### src/rtl/bus_wait_slave.sv
// Register-file bus slave that answers each request after WAIT_CYCLES wait states.
// Optional BUS_WAIT_SLAVE_STATUS_EN: top address reads a completed-transaction counter.
module bus_wait_slave #(
  parameter int WAIT_CYCLES = 2,
  parameter int ADDR_W      = 4,
  parameter int DATA_W      = 4
) (
  input  logic              clk,
  input  logic              rst_n,
  input  logic              valid,
  input  logic              write,
  input  logic [ADDR_W-1:0] addr,
  input  logic [DATA_W-1:0] wdata,
  output logic [DATA_W-1:0] rdata,
  output logic              ready,
  output logic [DATA_W:0]   bus_out
);

  localparam int DEPTH = 2 ** ADDR_W;
  localparam int CNT_W = (WAIT_CYCLES < 2) ? 1 : $clog2(WAIT_CYCLES + 1);
  localparam logic [ADDR_W-1:0] STAT_ADDR = ADDR_W'(DEPTH - 1);

  typedef enum logic [1:0] {IDLE, WAIT, RESP} state_t;

  state_t            state;
  logic [CNT_W-1:0]  cnt;
  logic              cap_write;
  logic [ADDR_W-1:0] cap_addr;
  logic [DATA_W-1:0] cap_wdata;
  logic [DATA_W-1:0] mem [DEPTH];
  logic [DATA_W-1:0] stat_val;

`ifdef BUS_WAIT_SLAVE_STATUS_EN
  localparam bit STAT_EN = 1'b1;
  logic [DATA_W-1:0] stat_cnt;
  assign stat_val = stat_cnt;

  // One increment per ready pulse; RESP is exactly the ready cycle.
  always_ff @(posedge clk or negedge rst_n) begin
    if (!rst_n) begin
      stat_cnt <= '0;
    end else if (state == RESP) begin
      stat_cnt <= stat_cnt + DATA_W'(1);
    end
  end
`else
  localparam bit STAT_EN = 1'b0;
  assign stat_val = '0;
`endif

  function automatic logic [DATA_W-1:0] resp_data(input logic              wr,
                                                  input logic [ADDR_W-1:0] a,
                                                  input logic [DATA_W-1:0] wd,
                                                  input logic [DATA_W-1:0] word,
                                                  input logic [DATA_W-1:0] sv);
    if (wr) return wd;
    if (STAT_EN && (a == STAT_ADDR)) return sv;
    return word;
  endfunction

  function automatic logic stores(input logic wr, input logic [ADDR_W-1:0] a);
    return wr && !(STAT_EN && (a == STAT_ADDR));
  endfunction

  // ready/rdata are registered on entry to RESP, so they are high exactly in RESP.
  always_ff @(posedge clk or negedge rst_n) begin
    if (!rst_n) begin
      state     <= IDLE;
      cnt       <= '0;
      cap_write <= 1'b0;
      cap_addr  <= '0;
      cap_wdata <= '0;
      rdata     <= '0;
      ready     <= 1'b0;
      for (int i = 0; i < DEPTH; i++) mem[i] <= '0;
    end else begin
      ready <= 1'b0;
      rdata <= '0;
      case (state)
        IDLE: begin
          if (valid) begin
            cap_write <= write;
            cap_addr  <= addr;
            cap_wdata <= wdata;
            cnt       <= CNT_W'(WAIT_CYCLES);
            if (WAIT_CYCLES == 0) begin
              state <= RESP;
              ready <= 1'b1;
              rdata <= resp_data(write, addr, wdata, mem[addr], stat_val);
            end else begin
              state <= WAIT;
            end
          end
        end
        WAIT: begin
          cnt <= cnt - CNT_W'(1);
          if (cnt == CNT_W'(1)) begin
            state <= RESP;
            ready <= 1'b1;
            rdata <= resp_data(cap_write, cap_addr, cap_wdata, mem[cap_addr], stat_val);
          end
        end
        RESP: begin
          state <= IDLE;
          if (stores(cap_write, cap_addr)) mem[cap_addr] <= cap_wdata;
        end
        default: state <= IDLE;
      endcase
    end
  end

  always_ff @(posedge clk or negedge rst_n) begin
    if (!rst_n) begin
      bus_out <= '0;
    end else begin
      bus_out <= {ready, rdata};
    end
  end

endmodule

### config.mk
export PLATFORM = sky130hd
export DESIGN_NAME = bus_wait_slave
export DESIGN_NICKNAME = d
export VERILOG_FILES = /design/src/rtl/bus_wait_slave.sv
export SDC_FILE = /design/constraint.sdc
export NUM_CORES = 1
export LEC_CHECK = 0
export CORE_MARGIN = 4
export CORE_UTILIZATION = 35
export CTS_CLUSTER_SIZE = 16
export DETAILED_ROUTE_END_ITERATION = 12
export DONT_BUFFER_PORTS = 1
export PLACE_DENSITY = 0.52
export SYNTH_ARGS = -nofsm -noshare
export SYNTH_HDL_FRONTEND = slang
export SYNTH_SLANG_ARGS = --single-unit
### constraint.sdc
create_clock -name clk -period 4.9 [get_ports clk]
set_input_delay 0.735 -clock clk [delete_from_list [all_inputs] [get_ports clk]]
set_output_delay 0.735 -clock clk [all_outputs]
set_load 0.02 [all_outputs]
==> metrics.txt, run 1 <==
status completed; Data required, critical path 5.08 ns; fraction of layout cells with a size suffix above 1 38.55%; Maximum Capacitance Violations 0; post-synthesis sequential area ratio 54.73%; vias per cell 5.135; CP max stage delay 0.70 ns; critical path type flop to flop; Startpoint Class flop; synth top area cells dfrtp_1 (55%), mux2_2 (19%), mux4_1 (4.0%); Arrival @ worst endpoint 2.66 ns; Clk Tree Root Cell clkbuf_16; Relative slew margins 34.26%; CP bufs+invs 1; dpl cell area 4058 um2; DP Cell Count 400; 1st-pass router iterations 4; post-route insts no fill 415; clock slew at reported path FFs 0.06 ns; Crit path max-delay family compound AO/OA/AOI/OAI gates; post-synthesis async set-or-reset flop share 100.0%; Tcrit/Tclk final 50.48%; Overall Power 2.299 mW; cell row count 38; remaining routing DRC violations 0; Max Root-Sink Buffers 2; critical path's slowest cell dfrtp_1; dpl hpwl 5.255 mm; pwr/cell area 525.0 nW/um2; largest net degree at the start of global routing 88; io pins 22; hold slack 0.08610 ns; Syn Inst Count 274; gr ovfl total 0; # Post-CTS Setup Buffers 0; number of buffers created by CTS 9; CP Capture Type flop; number of enable flip-flop cells after synthesis 0; syn_nets 287; Hold-fix buffers, CTS 0; Most used DFF post-synth dfrtp_1; Die ar. 13130 um2; PostCTS Resize Cnt 0; core area 10980 um2; RSZ-0062 raised after global routing no; area grow syn2layout 10.10%; first-pass GRT wire length 13.00 mm; Total GRT Usage 13.28%; Die Y 114.6 um; path category of the worst min-delay check input pin to asynchronous set/reset pin; Setup TNS 0 ns; Worst Path Max Fanout 12; dominant cell type by area after synthesis dfrtp_1; Syn. warnings 0; Period minus WS final 2.473 ns; nets 284; DR WL/cell 18.63 um; vias post-DR 2131; vias in the first global route 2301; Die X 114.6 um; max-slew violations 0; most frequent cell after synthesis dfrtp_1; initial drt markers 122; synth unique cells 31; Slew @ Worst Pin 0.9818 ns; Synth Register Bits 87; I/O Buffers 0; DP Worst Slack 2.475 ns; design area 4379 um2; fillcell total 1031; setup ws final 2.427 ns; reg2reg setup slack 2.43 ns; Max VDD drop 0.2633 mV; CTS tree built; cells along the critical path buf_4 -> mux4_2 -> a2111oi_0 -> a221oi_1; syn_area_per_cell 14.52 um2; Max Freq 0.4043 GHz; WL final 7.731 mm; Lkg Pwr 2.035 nW; Synth top cells by count dfrtp_1 (87), mux2_2 (66), nand2_1 (14); latest clock arrival within the worst-skew pair 0.34 ns; H-tree depth 3; utilization after layout 39.87%; final RePlAce weighted congestion 0.7476; Initial Utilization 36.22%; Hold Violations, Final 0; top-area cell type share of the netlist area 54.73%; Mapped Area 3978 um2; clock skew 0.007692 ns; initial antenna violation count 0; final setup vio count 0; diode count 0; DRT antenna net count 0; number of clock sinks 87
area by class of cell:
class                   instances  area [um2]  area share (%)
flip-flops and latches         87        2177           49.71
multi-input cells             162        1660           37.91
clock buffers                  10       239.0           5.457
well taps                     140       175.2           4.000
clock inverters                 5       82.58           1.886
inverters                      10       37.54          0.8571
repair buffers                  1       7.507          0.1714
cell usage in the layout (no fill, tap or decap), types with 4 or more instances in the layout:
| cell | instances |
|---|---|
| dfrtp_1 | 87 |
| mux2_2 | 66 |
| nand2_1 | 14 |
| mux2i_1 | 13 |
| inv_1 | 10 |
| clkbuf_16 | 9 |
| nor2_1 | 8 |
| o21ai_0 | 8 |
| mux4_1 | 6 |
| nor2_4 | 6 |
| mux4_2 | 5 |
| or2_2 | 5 |
| nor3_1 | 4 |
| a2111oi_0 | 4 |
| a221oi_1 | 4 |
path summary, 6_finish.rpt:
| kind | end | start | cells after the start |
|---|---|---|---|
| max | rdata[0] | cap_addr[0] | 4 |
| min in group clk | mem[30] | mem[30] | 1 |
| min reg2reg | mem[30] | mem[30] | 1 |
| max in group asynchronous | mem[56] | rst_n | 0 |
| max reg2reg | rdata[0] | cap_addr[0] | 4 |
| min | mem[30] | rst_n | 0 |
cells by family after synthesis:
group / count (synthesis) / synth area share, %
simple gates: 52 / 8.650
compound gates: 17 / 2.988
mux: 92 / 29.66
fa+ha+maj: 1 / 0.3145
flops: 87 / 54.73
buf+inv: 25 / 3.649
flip-flops by register name, indices dropped and copies added, names as in the netlist:
name	count
ready	1
state	2
rdata	4
cap_wdata	4
cap_addr	4
bus_out	5
cap_write	1
cnt	2
mem	64
report_power, final:
| group | switching, mW | leakage, nW | internal (mW) | total, mW |
|---|---|---|---|---|
| clock | 0.273 | 0.147 | 0.457 | 0.730 |
| combinational | 0.177 | 0.704 | 0.232 | 0.410 |
| sequential | 0.291 | 1.18 | 0.868 | 1.16 |
worst register-to-register path, stage by stage, from the launching register on:
cell and delay, ns:
dfrtp_1 0.70, buf_4 0.36, mux4_2 0.55, a2111oi_0 0.57, a221oi_1 0.15
metal layers:
layer	GRT usage [%]	vias to the layer above	part of all wire (%)
met1	18.17	1089	47
met3	4.704	13	5.4
met2	19.40	47	45
met5	0	-	0
li1	-	982	-
met4	4.909	0	2.2
No activity file was read; power rests on OpenSTA's default activity.
==> run 2, diff against run 1 <==
==> constraint.sdc (replaced) <==
create_clock -name clk -period 2.5 [get_ports clk]
set_input_delay 0.375 -clock clk [delete_from_list [all_inputs] [get_ports clk]]
set_output_delay 0.375 -clock clk [all_outputs]
set_load 0.02 [all_outputs]
==> metrics.txt, run 2 (synthesized netlist as in run 1, its figures left out) <==
Slew @ Worst Pin 0.7035 ns (-0.2783 ns); gr ovfl total 0 (unchanged); Relative slew margins 53.10% (+19 points); cell row count 38 (unchanged); Top reg by flops mem; Initial Utilization 36.22% (unchanged); vias per cell 5.219 (+1.6%); Setup TNS 0 ns (unchanged); Tcrit/Tclk final 81.21% (+31 points); Total GRT Usage 13.84% (+0.56 points); Die X 114.6 um (unchanged); utilization after layout 40.61% (+0.74 points); vias post-DR 2213 (+3.8%); Crit path max-delay family simple AND/OR/NAND/NOR gates; Lkg Pwr 2.088 nW (+2.6%); CP max stage delay 0.57 ns (-0.13 ns); largest net degree at the start of global routing 88 (unchanged); core area 10980 um2 (unchanged); switching share of power 33.52% (+1.3 points); final setup vio count 0 (unchanged); Flop pwr share 47.5% (-2.9 points); Startpoint Class flop; CP Capture Type flop; Comb power frac 22.9% (+5.1 points); io pins 22 (unchanged); I/O Buffers 0 (unchanged); DRT antenna net count 0 (unchanged); fillcell total 989 (-4.1%); top flop regs mem x64, bus_out x5; nets 292 (+2.8%); status completed; remaining routing DRC violations 0 (unchanged); max reg flops 64 (unchanged); cells along the critical path buf_12 -> or4_4 -> nor3_4 -> mux2_2; vias in the first global route 2399 (+4.3%); H-tree depth 3 (unchanged); Max Freq 0.4925 GHz (+22%); crit path to mem[60]; latest clock arrival within the worst-skew pair 0.34 ns (about the same); pwr/cell area 1026 nW/um2 (+95%); number of clock sinks 87 (unchanged); RSZ-0062 raised after global routing no; critical path's slowest cell or4_4; diode count 0 (unchanged); Clk Tree Root Cell clkbuf_16; clock slew at reported path FFs 0.06 ns (about the same); DR WL/cell 19.07 um (+2.3%); 1st-pass router iterations 4 (unchanged); CTS tree built; PostCTS Resize Cnt 0 (unchanged); Period minus WS final 2.030 ns (-0.4431 ns); Worst R2R Path Depth 4 (unchanged); setup ws final 0.4697 ns (-1.957 ns); area grow syn2layout 12.14%; initial drt markers 83 (-32%); DP Worst Slack 0.4665 ns (-2.008 ns); Max Root-Sink Buffers 2 (unchanged); Max VDD drop 0.5518 mV (+110%); path category of the worst min-delay check input pin to flop; Data required, critical path 2.73 ns (-2.35 ns); critical path depth 4 (unchanged); most common cell after layout, fill and taps aside dfrtp_1; fraction of layout cells with a size suffix above 1 40.14% (+1.6 points); max-slew violations 0 (unchanged); Die ar. 13130 um2 (unchanged); hold slack 0.1536 ns (+0.06753 ns); crit path launch cap_addr[0]; clock power share 29.5% (-2.3 points); first-pass GRT wire length 13.67 mm (+5.1%); dpl hpwl 5.580 mm (+6.2%); clock skew 0.008562 ns (+0.0008704 ns); Maximum Capacitance Violations 0 (unchanged); Hold Violations, Final 0 (unchanged); WL final 8.084 mm (+4.6%); final RePlAce weighted congestion 0.7476 (unchanged); CP bufs+invs 1 (unchanged); worst reg2reg path startpoint cap_addr[0]; Die Y 114.6 um (unchanged); critical path type flop to flop; FF-to-FF End mem[60]; Switch Pwr 1.533 mW (+110%); most frequent cells in the layout dfrtp_1 (87), mux2_2 (66), nand2_1 (14); Int Pwr 3.041 mW (+95%); Hold Startpoint wdata[1]; number of buffers created by CTS 9 (unchanged); initial antenna violation count 0 (unchanged); reg2reg setup slack 0.47 ns (-1.96 ns); Worst Path Max Fanout 18 (+6); Arrival @ worst endpoint 2.26 ns (-0.40 ns)
run 2: cell types whose count changed in the layout (fill, tap and decap cells not counted), sizes merged:
cell and delta:
buf +7, inv +1, clkinvlp -2, clkinv +3, dlygate4sd3 +1, bufinv -1
run 2: worst min path at each step:
stage,end,slack [ns],cells past startpoint
3_5_place_dp,cnt[1],0.08,0
4_1_cts,cap_wdata[1],0.15,2
5_1_grt,cap_wdata[1],0.16,2
3_3_place_gp,cnt[0],0.08,0
6_report,cap_wdata[1],0.15,2
2_1_floorplan,bus_out[0],0.08,0
run 2: timing repair:
action,4_1_cts,5_1_grt
hold buffers,2,0
setup buffers,0,0
setup endpoints to repair,0,0
hold endpoints to repair,87,0
run 2: routing by layer:
layer	wire length, um	global-route usage (%)	vias to the layer above
met4	119	4.988	0
met3	352	4.070	12
met2	3661	20.14	51
met5	0	0	-
li1	-	-	1004
met1	3950	19.60	1146
run 2: worst reg2reg max path: cells and delay by family (launching register included):
family	cells	cell delay, ns
muxes	1	0.37
buffers and inverters	1	0.23
DFF	1	0.50
and+or+nand+nor	2	0.83
run 2: power groups by stage:
| stage | clock, mW | combinational [mW] | sequential [mW] |
|---|---|---|---|
| floorplan | 0 | 1.01 | 1.91 |
| global placement | 0 | 1.01 | 2.21 |
| detailed placement | 0 | 1.03 | 2.20 |
| CTS | 1.40 | 1.06 | 2.18 |
| global route | 1.46 | 1.17 | 2.24 |
| finish | 1.35 | 1.05 | 2.17 |
run 2: layout make-up:
type,count,area (um2),share of cell area (%)
clock buffer,10,239.0,5.358
clock inverter,6,68.82,1.543
inverter,10,37.54,0.8415
multi-input combinational,162,1660,37.22
sequential,87,2177,48.81
tap,140,175.2,3.927
timing repair buffer,9,102.6,2.300
run 2: per-stage QoR:
| step | instances | cell area (um2) | power, mW |
|---|---|---|---|
| final | 424 | 4461 | 4.574 |
| after global routing | 424 | 4461 | 4.865 |
| after CTS | 424 | 4461 | 4.640 |
| after detailed placement | 406 | 4115 | 3.226 |
| after global placement | 406 | 4115 | 3.212 |
| after floorplan | 274 | 3978 | 2.926 |
